--- config.mk ---
export PLATFORM = sky130hd
export DESIGN_NAME = fwd_hazard_unit
export DESIGN_NICKNAME = d
export VERILOG_FILES = /design/src/rtl/fwd_hazard_pkg.sv /design/src/rtl/hazard_stage_reg.sv /design/src/rtl/fwd_hazard_unit.sv
export SDC_FILE = /design/constraint.sdc
export NUM_CORES = 1
export LEC_CHECK = 0
export ABC_CLOCK_PERIOD_IN_PS = 3200
export CAP_MARGIN = 5
export CORE_ASPECT_RATIO = 0.6
export CORE_MARGIN = 4
export CORE_UTILIZATION = 40
export DETAILED_ROUTE_END_ITERATION = 16
export PLACE_DENSITY = 0.83
export SYNTH_ARGS = -nofsm -noshare
export SYNTH_HDL_FRONTEND = slang
export SYNTH_SLANG_ARGS = --single-unit
--- constraint.sdc ---
create_clock -name clk -period 3.2 [get_ports clk]
set_input_delay 0.96 -clock clk [delete_from_list [all_inputs] [get_ports clk]]
set_output_delay 0.96 -clock clk [all_outputs]
set_load 0.02 [all_outputs]
--- src/rtl/fwd_hazard_pkg.sv ---
// Shared types and constants for the EX-stage forwarding / load-use hazard unit.
// Optional build macro: FWD_HAZARD_STATS_EN (enables the stall/forward counters).
package fwd_hazard_pkg;

  localparam int unsigned REG_AW   = 5;
  localparam int unsigned ZERO_REG = 0;
  localparam int unsigned SEL_W    = 2;
  localparam int unsigned CNT_W    = 32;

  // Operand mux select encoding
  localparam logic [SEL_W-1:0] SEL_RF    = 2'b00;
  localparam logic [SEL_W-1:0] SEL_EXMEM = 2'b01;
  localparam logic [SEL_W-1:0] SEL_MEMWB = 2'b10;
  localparam logic [SEL_W-1:0] SEL_LINK  = 2'b11;

  typedef enum logic {
    ST_RUN   = 1'b0,
    ST_STALL = 1'b1
  } state_e;

  // Register-usage record carried down the shadow pipeline
  typedef struct packed {
    logic              valid;
    logic [REG_AW-1:0] rs;
    logic [REG_AW-1:0] rt;
    logic [REG_AW-1:0] dest;
    logic              reg_write;
    logic              mem_read;
    logic              is_link;
  } stage_info_t;

  // Priority select for one source register: MEM beats WB, $0 never forwards.
  // A load sitting in MEM with a match cannot occur after a stall; if it does, fall back to RF.
  function automatic logic [SEL_W-1:0] fwd_select(
    input logic [REG_AW-1:0] src,
    input logic              mem_wr,
    input logic [REG_AW-1:0] mem_dest,
    input logic              mem_load,
    input logic              mem_link,
    input logic              wb_wr,
    input logic [REG_AW-1:0] wb_dest
  );
    logic src_nz;
    logic mem_hit;
    logic wb_hit;
    logic [SEL_W-1:0] sel;
    src_nz  = (src != REG_AW'(ZERO_REG));
    mem_hit = mem_wr && (mem_dest == src) && src_nz;
    wb_hit  = wb_wr && (wb_dest == src) && src_nz;
    sel     = SEL_RF;
    if (mem_hit) begin
      if (mem_load) begin
        sel = SEL_RF;
      end else if (mem_link) begin
        sel = SEL_LINK;
      end else begin
        sel = SEL_EXMEM;
      end
    end else if (wb_hit) begin
      sel = SEL_MEMWB;
    end
    return sel;
  endfunction

endpackage

--- src/rtl/hazard_stage_reg.sv ---
// One shadow pipeline stage of register-usage info; kill clears only the valid bit.
module hazard_stage_reg
  import fwd_hazard_pkg::*;
(
  input  logic        clk,
  input  logic        rst,
  input  logic        kill,
  input  stage_info_t d,
  output stage_info_t q
);

  stage_info_t stage_d;
  stage_info_t stage_q;

  // Next stage contents: pass through, turning a killed slot into a bubble
  always_comb begin
    stage_d = d;
    if (kill) begin
      stage_d.valid = 1'b0;
    end
  end

  // Stage register
  always_ff @(posedge clk or posedge rst) begin
    if (rst) begin
      stage_q <= '0;
    end else begin
      stage_q <= stage_d;
    end
  end

  assign q = stage_q;

endmodule

--- src/rtl/fwd_hazard_unit.sv ---
// Forwarding and load-use hazard control for the 5-stage MIPS datapath.
// Drives the EX operand mux selects from a private EX/MEM/WB shadow pipeline and
// stalls IF/ID for one cycle on a load-use dependency.
// Optional build macro: FWD_HAZARD_STATS_EN adds stall and forwarding counters;
// without it both counter ports are constant zero.
module fwd_hazard_unit
  import fwd_hazard_pkg::*;
(
  input  logic              clk,
  input  logic              rst,
  input  logic              id_valid,
  input  logic [REG_AW-1:0] id_rs,
  input  logic [REG_AW-1:0] id_rt,
  input  logic [REG_AW-1:0] id_dest,
  input  logic              id_reg_write,
  input  logic              id_mem_read,
  input  logic              id_is_link,
  input  logic              flush,
  output logic [SEL_W-1:0]  fwd_a_sel,
  output logic [SEL_W-1:0]  fwd_b_sel,
  output logic              pc_write,
  output logic              if_id_write,
  output logic              ex_bubble,
  output logic [CNT_W-1:0]  stall_count,
  output logic [CNT_W-1:0]  fwd_count
);

  stage_info_t id_info;
  stage_info_t ex_info;
  stage_info_t mem_info;
  stage_info_t wb_info;

  state_e state_q;
  state_e state_d;

  logic hazard_c;
  logic stall_c;
  logic ex_kill_c;

  // Pack the ID-stage fields into a stage record
  always_comb begin
    id_info           = '0;
    id_info.valid     = id_valid;
    id_info.rs        = id_rs;
    id_info.rt        = id_rt;
    id_info.dest      = id_dest;
    id_info.reg_write = id_reg_write;
    id_info.mem_read  = id_mem_read;
    id_info.is_link   = id_is_link;
  end

  // Load in EX whose result is needed by the instruction in ID
  always_comb begin
    hazard_c = 1'b0;
    if ((state_q == ST_RUN) && ex_info.valid && ex_info.mem_read &&
        (ex_info.dest != REG_AW'(ZERO_REG)) && id_valid &&
        ((ex_info.dest == id_rs) || (ex_info.dest == id_rt))) begin
      hazard_c = 1'b1;
    end
  end

  // A flush overrides the hazard: no stall, the ID slot just becomes a bubble
  assign stall_c   = hazard_c && !flush;
  assign ex_kill_c = hazard_c || flush;

  // Shadow pipeline: ID -> EX -> MEM -> WB
  hazard_stage_reg u_ex_stage (
    .clk  (clk),
    .rst  (rst),
    .kill (ex_kill_c),
    .d    (id_info),
    .q    (ex_info)
  );

  hazard_stage_reg u_mem_stage (
    .clk  (clk),
    .rst  (rst),
    .kill (1'b0),
    .d    (ex_info),
    .q    (mem_info)
  );

  hazard_stage_reg u_wb_stage (
    .clk  (clk),
    .rst  (rst),
    .kill (1'b0),
    .d    (mem_info),
    .q    (wb_info)
  );

  // FSM state register
  always_ff @(posedge clk or posedge rst) begin
    if (rst) begin
      state_q <= ST_RUN;
    end else begin
      state_q <= state_d;
    end
  end

  // Next state and stall controls; STALL lasts exactly one cycle since the load has moved on
  always_comb begin
    state_d     = state_q;
    pc_write    = 1'b1;
    if_id_write = 1'b1;
    ex_bubble   = 1'b0;
    case (state_q)
      ST_RUN: begin
        if (stall_c) begin
          state_d = ST_STALL;
        end
      end
      ST_STALL: begin
        state_d = ST_RUN;
      end
      default: begin
        state_d = ST_RUN;
      end
    endcase
    if (!rst) begin
      if (stall_c) begin
        pc_write    = 1'b0;
        if_id_write = 1'b0;
        ex_bubble   = 1'b1;
      end else begin
        ex_bubble   = flush;
      end
    end
  end

  // Operand selects for the instruction currently in EX
  always_comb begin
    fwd_a_sel = SEL_RF;
    fwd_b_sel = SEL_RF;
    if (ex_info.valid) begin
      fwd_a_sel = fwd_select(ex_info.rs,
                             mem_info.valid && mem_info.reg_write, mem_info.dest,
                             mem_info.mem_read, mem_info.is_link,
                             wb_info.valid && wb_info.reg_write, wb_info.dest);
      fwd_b_sel = fwd_select(ex_info.rt,
                             mem_info.valid && mem_info.reg_write, mem_info.dest,
                             mem_info.mem_read, mem_info.is_link,
                             wb_info.valid && wb_info.reg_write, wb_info.dest);
    end
  end

  // WB only needs its write port; the remaining fields ride along for symmetry
  logic unused_wb_fields;
  assign unused_wb_fields = ^{wb_info.rs, wb_info.rt, wb_info.mem_read, wb_info.is_link};

`ifdef FWD_HAZARD_STATS_EN
  logic [CNT_W-1:0] stall_count_q;
  logic [CNT_W-1:0] stall_count_d;
  logic [CNT_W-1:0] fwd_count_q;
  logic [CNT_W-1:0] fwd_count_d;

  // Count stall entries and cycles with any forwarded operand; both wrap naturally
  always_comb begin
    stall_count_d = stall_count_q;
    fwd_count_d   = fwd_count_q;
    if ((state_q == ST_RUN) && (state_d == ST_STALL)) begin
      stall_count_d = stall_count_q + CNT_W'(1);
    end
    if ((fwd_a_sel != SEL_RF) || (fwd_b_sel != SEL_RF)) begin
      fwd_count_d = fwd_count_q + CNT_W'(1);
    end
  end

  // Counter registers
  always_ff @(posedge clk or posedge rst) begin
    if (rst) begin
      stall_count_q <= '0;
      fwd_count_q   <= '0;
    end else begin
      stall_count_q <= stall_count_d;
      fwd_count_q   <= fwd_count_d;
    end
  end

  assign stall_count = stall_count_q;
  assign fwd_count   = fwd_count_q;
`else
  assign stall_count = '0;
  assign fwd_count   = '0;
`endif

endmodule

==> results of run 1 <==
-- metrics by stage --
| step | utilization, % | power (mW) | cells |
|---|---|---|---|
| floorplan | - | 0.673 | 235 |
| global placement | 44.2 | 0.658 | 264 |
| detailed placement | 44.2 | 0.662 | 264 |
| CTS | 46.0 | 1.00 | 271 |
| global route | 45.8 | 1.04 | 273 |
| finish | 45.8 | 0.991 | 273 |
-- what timing repair did --
item | CTS | global route
setup buffers | 0 | 2
pin swaps | 12 | 2
resized for setup | 53 | 10
endpoints found under the setup margin | 6 | 5
-- per-layer routing --
metal,track usage [%],up-vias
met1,14.0,504
met2,16.6,47
li1,-,508
met4,4.20,0
met5,0,-
met3,4.64,4
-- sequential cells by signal, summed over array words and instances, names as in the netlist --
name,cells
u_mem_stage.q,9
u_wb_stage.q,7
u_ex_stage.q,19
state_q,1
-- cell families (layout without fill, tap and decap cells) --
group                  after synthesis  in the layout  share of synthesized area [%]
buffers and inverters               71             46                           27.1
multiplexers                         2              2                           1.06
AND/OR/NAND/NOR                     30             30                           9.15
XOR/XNOR                            26             26                           12.1
AO/OA/AOI/OAI                        6              6                           2.72
other                                1             64                          0.199
flip-flops                          36             36                           47.7
-- power by group --
group	internal (mW)	switching, mW
registers	0.478	0.0231
clock network	0.192	0.151
logic	0.0456	0.102
total	0.715	0.276
-- placed cells by master, fill, tap and decap left out, types with 2 or more instances in the layout --
master,n
buf_6,2
nand3_1,3
conb_1,64
a221o_1,2
nand4_1,2
nor3_2,2
buf_4,5
nor2_1,4
clkdlybuf4s50_1,11
o221ai_1,2
dfrtp_1,36
mux2i_1,2
inv_1,6
clkbuf_2,5
nor4_1,3
clkbuf_8,7
nor2b_1,3
nand2_1,4
xnor2_1,21
xor2_1,5
or4_1,3
dlygate4sd2_1,2
buf_2,7
-- final cells by class --
type,count,area [sq um]
clock buffer,7,96.3
fill,435,2470
inverter,6,22.5
multi-input combinational,128,733
sequential,36,901
tap,63,78.8
timing repair buffer,33,258
-- critical path, stage by stage --
cell	delay [ns]
clkdlybuf4s15_1	0.19
xor2_1	0.16
nor3_2	0.18
o221ai_2	0.14
or3_4	0.40
buf_6	0.14
-- worst max-delay path by stage --
stage               startpoint          end  slack, ns  cells after the start
floorplan             id_rs[4]     pc_write       0.09                      6
global placement      id_rt[4]  if_id_write      -0.77                      7
detailed placement    id_rt[4]  if_id_write      -0.79                      7
CTS                   id_rs[2]  if_id_write     0.0001                      7
global route          id_rt[4]     pc_write     -0.002                      7
finish                id_rs[3]  if_id_write       0.06                      6
==> flow_metrics.tcl, run 1 <==
set metrics [dict create \
    period_share_pct 98.2 \
    r2r_start "u_ex_stage.q[4]" \
    diodes 0 \
    htreeDepth 2 \
    path_max_fanout 3 \
    leakage_nw 0.990 \
    synth-seq-cells 36 \
    outcome "finished, final reports clean" \
    hold_violations 0 \
    io_pins 93 \
    ys_top_cells_by_count "buf_4 (65), dfrtp_1 (36), xnor2_1 (21)" \
    setup_violations 0 \
    vias_per_cell 3.89 \
    wire_per_inst_microns 11.9 \
    dp_slack_ns -0.789 \
    crit_path_start_kind "input port" \
    detailed_place_hpwl_mm 2.62 \
    die_area_sq_um 5920 \
    grt_max_degree 37 \
    first_pass_iters 2 \
    antenna_found_initial 0 \
    ys.flop_type "dfrtp_1" \
    met1_length_mm 1.46 \
    setup_tns_ns 0 \
    ff2ff_path_depth 4 \
    yosys.cell_count.top_type "buf_4" \
    core_region_area_sq_um 4560 \
    rows 19 \
    wirelength_mm 3.24 \
    timing.rr.end "u_ex_stage.q[18]" \
    async_reset_ff_share_pct 100 \
    required_ns 2.24 \
    yosys_warnings 0 \
    netlist-cell-type-count 23 \
    period_needed_ns 3.14 \
    postSynthCellCount 172 \
    die_width_microns 96.7 \
    maxCapViolCount 0 \
    initial_core_util_pct 41.3 \
    whs_path_depth 0 \
    final_cell_area_sq_um 2090 \
    path_class "input port to output port" \
    clk_latency_ns 0.28 \
    dpl_cell_area_sq_um 2020 \
    dr_wl_met2_mm 1.49 \
    cts.sinks 36 \
    cts_hold_buf 0 \
    end_kind "output port" \
    holdCritStartpoint "u_ex_stage.q[2]" \
    seq_area_frac_synth_pct 47.7 \
    yosysTopAreaCell "dfrtp_1" \
    grtUsageTotal_pct 10.9 \
    max-vdd-ir-drop_mv 0.241 \
    routabilityCongestion 0.743 \
    die_h_microns 61.2 \
    synth_area_leaders "dfrtp_1 (48%), buf_4 (26%), xnor2_1 (9.7%)" \
    layout-drive-gt1-share_pct 14.8 \
    syn2layout_area_growth_pct 10.7 \
    hp-class "register to register" \
    fin_nets 232 \
    slew_violations 0 \
    finalClockSkew_ns 0.00287 \
    cts_buffers 5 \
    synth_edf_count 0 \
    clockBufferDepth 2 \
    drc 0 \
    io_buffers 28 \
    grt_first_pass_wirelength_mm 4.83 \
    wl_met3_microns 255 \
    drt_first_iter_violations 31 \
    cts_tree "done" \
    clkTransAtPathRegs_ns 0.06 \
    fmax_mhz 318 \
    layout_setup_ws_ns 0.0591 \
    top_layer "met4" \
    hold_end "u_mem_stage.q[2]" \
    synth_top_area_share_pct 47.7 \
    reg2reg_setup_slack_ns 1.61 \
    syn-cell-area_sq_um 1890 \
    ant_nets 0 \
    fin_hold_ws_ns 0.357 \
    cp_data_arrival_time_ns 2.18 \
    vias 1063 \
    cellPowerDensity_nw_per_um2 474 \
    avgSynthCellArea_sq_um 11.0 \
    grt_pass1_vias 1004 \
    grt_overflow_total 0 \
    clock-root-buffer "clkbuf_8" \
]
(Power assumes the default switching activity.)
==> run 2, diff against run 1 <==
- CORE_MARGIN: 4 -> 1.5
- GPL_TIMING_DRIVEN: default -> 0
==> flow_metrics.tcl, run 2 (synthesis results as in run 1) <==
set metrics [dict create \
    outcome "complete, but fails checks" \
    violations "negative setup slack" \
    end_kind "output port" \
    fillers 394 \
    setup_violations 2 \
    htreeDepth 2 \
    rsz0062_at_grt "true" \
    post-route-util_pct 58.1 \
    die_h_microns 56.2 \
    required_ns 2.24 \
    pwr-share-comb_pct 18.7 \
    layout_common_cells "buf_4 (64), conb_1 (64), dfrtp_1 (36)" \
    dp_cells 326 \
    cpMaxStageDelayCell "or3_4" \
    slowest_delay_ns 0.41 \
    ant_nets 0 \
    initial_core_util_pct 41.3 \
    clockBufferDepth 2 \
    layout_setup_ws_ns -0.0391 \
    syn2layout_area_growth_pct 40.6 \
    cts.sinks 36 \
    p_sw_share_pct 25.6 \
    detailed_place_hpwl_mm 2.73 \
    clkPwrFrac_pct 37.6 \
    cts_buffers 5 \
    vias_per_cell 3.60 \
    drc 0 \
    multi_input_area_sq_um 763 \
    layout-drive-gt1-share_pct 35.7 \
    internal-power_uw 855 \
    cp_data_arrival_time_ns 2.28 \
    first_pass_iters 4 \
    clock-root-buffer "clkbuf_8" \
    p_sw_uw 293 \
    tightest_slew_ns 0.735 \
    max-vdd-ir-drop_mv 0.292 \
    die_area_sq_um 5150 \
    hp-class "register to register" \
    grt_overflow_total 0 \
    largest_register_ff_count 19 \
    maxSlewHeadroom_pct 50.9 \
    maxCapViolCount 0 \
    wire_per_inst_microns 10.0 \
    path_max_fanout 4 \
    fmax_mhz 309 \
    core_region_area_sq_um 4560 \
    slew_violations 0 \
    period_needed_ns 3.24 \
    period_share_pct 101 \
    final_cells 335 \
    io_pins 93 \
    grt_max_degree 37 \
    crit_path_start_kind "input port" \
    clkTransAtPathRegs_ns 0.07 \
    fin_nets 293 \
    hold_violations 0 \
    diodes 0 \
    routabilityCongestion 0.783 \
    cellPowerDensity_nw_per_um2 433 \
    finalClockSkew_ns 0.00500 \
    io_buffers 28 \
    vias 1205 \
    antenna_found_initial 0 \
    rows 19 \
    ff_latch_area_sq_um 901 \
    clk_latency_ns 0.28 \
    grt_first_pass_wirelength_mm 5.30 \
    path_class "input port to output port" \
    grtUsageTotal_pct 13.6 \
    grt_pass1_vias 1118 \
    p_seq_share_pct 43.7 \
    cp_cell_sequence "buf_8, xnor2_2, nand3_1, nor3_2, o221ai_2, or3_4, buf_6, buf_6" \
    leakage_nw 1.38 \
    drt_first_iter_violations 42 \
    die_width_microns 91.7 \
    wirelength_mm 3.37 \
    cts_tree "done" \
    crit_path_frequent_cell "buf_6" \
]
run 2: cell count changes in the layout (fill, tap and decap cells not counted), sizes merged:
cell,change
buf,+64
clkbuf,-4
dlygate4sd2,+2
bufinv,+1
clkdlybuf4s15,-1
run 2: worst max-delay path: cells and delay by family:
family	cells	cell delay, ns
simple gates	3	0.68
buf+inv	3	0.34
compound gates	1	0.17
xor+xnor	1	0.13
run 2: repair_timing:
item	in CTS	in global routing
setup buffers	1	0
pin swaps	13	0
gates resized for setup	74	2
hold buffers	0	0
endpoints found under the setup margin	6	3
run 2: final cells by class:
cell class / count / area share [%]
buffer: 65 / 18.5
clock buffer: 7 / 3.63
clock inverter: 1 / 1.13
inverter: 6 / 0.849
multi-input combinational: 128 / 28.8
sequential: 36 / 34.0
tap: 63 / 2.97
timing repair buffer: 29 / 10.1
run 2: stage by stage:
stage	setup WS, ns	total power, mW	cell area [sq um]	hold slack, ns	setup TNS [ns]
after global routing	-0.129	1.20	2650	0.362	-0.256
after detailed placement	-0.915	0.719	2480	0.340	-2.38
after CTS	-0.0156	1.15	2660	0.356	-0.0308
final	-0.0391	1.15	2650	0.351	-0.0778
after global placement	-0.909	0.715	2480	0.333	-2.38
after floorplan	0.0853	0.673	2120	0.331	0
run 2: path summary, 6_finish.rpt:
path                            depth (start not counted)            start  slack (ns)                to
worst max-delay path                                    8         id_rt[1]       -0.04          pc_write
worst min-delay path                                    0  u_ex_stage.q[0]        0.35  u_mem_stage.q[0]
worst max register to register                          3  u_ex_stage.q[4]        1.69  u_ex_stage.q[18]
worst min register to register                          0  u_ex_stage.q[0]        0.35  u_mem_stage.q[0]
max in group asynchronous                               2              rst        1.55  u_ex_stage.q[13]
min in group asynchronous                               2              rst        1.18  u_mem_stage.q[4]
run 2: per-layer routing:
| metal | global-route usage (%) | wire, microns | vias to the layer above | share of wire, % |
|---|---|---|---|---|
| met5 | 0 | 0 | - | 0 |
| met4 | 5.36 | 39 | 0 | 1.2 |
| met3 | 4.10 | 209 | 5 | 6.2 |
| met2 | 20.7 | 1580 | 45 | 47 |
| met1 | 18.2 | 1540 | 525 | 46 |
| li1 | - | - | 630 | - |
run 2: power groups by stage:
stage               combinational [mW]  sequential, mW  clock (mW)
detailed placement               0.209           0.510           0
global placement                 0.206           0.508           0
floorplan                        0.171           0.502           0
finish                           0.215           0.502       0.432
global route                     0.233           0.505       0.459
CTS                              0.212           0.502       0.439
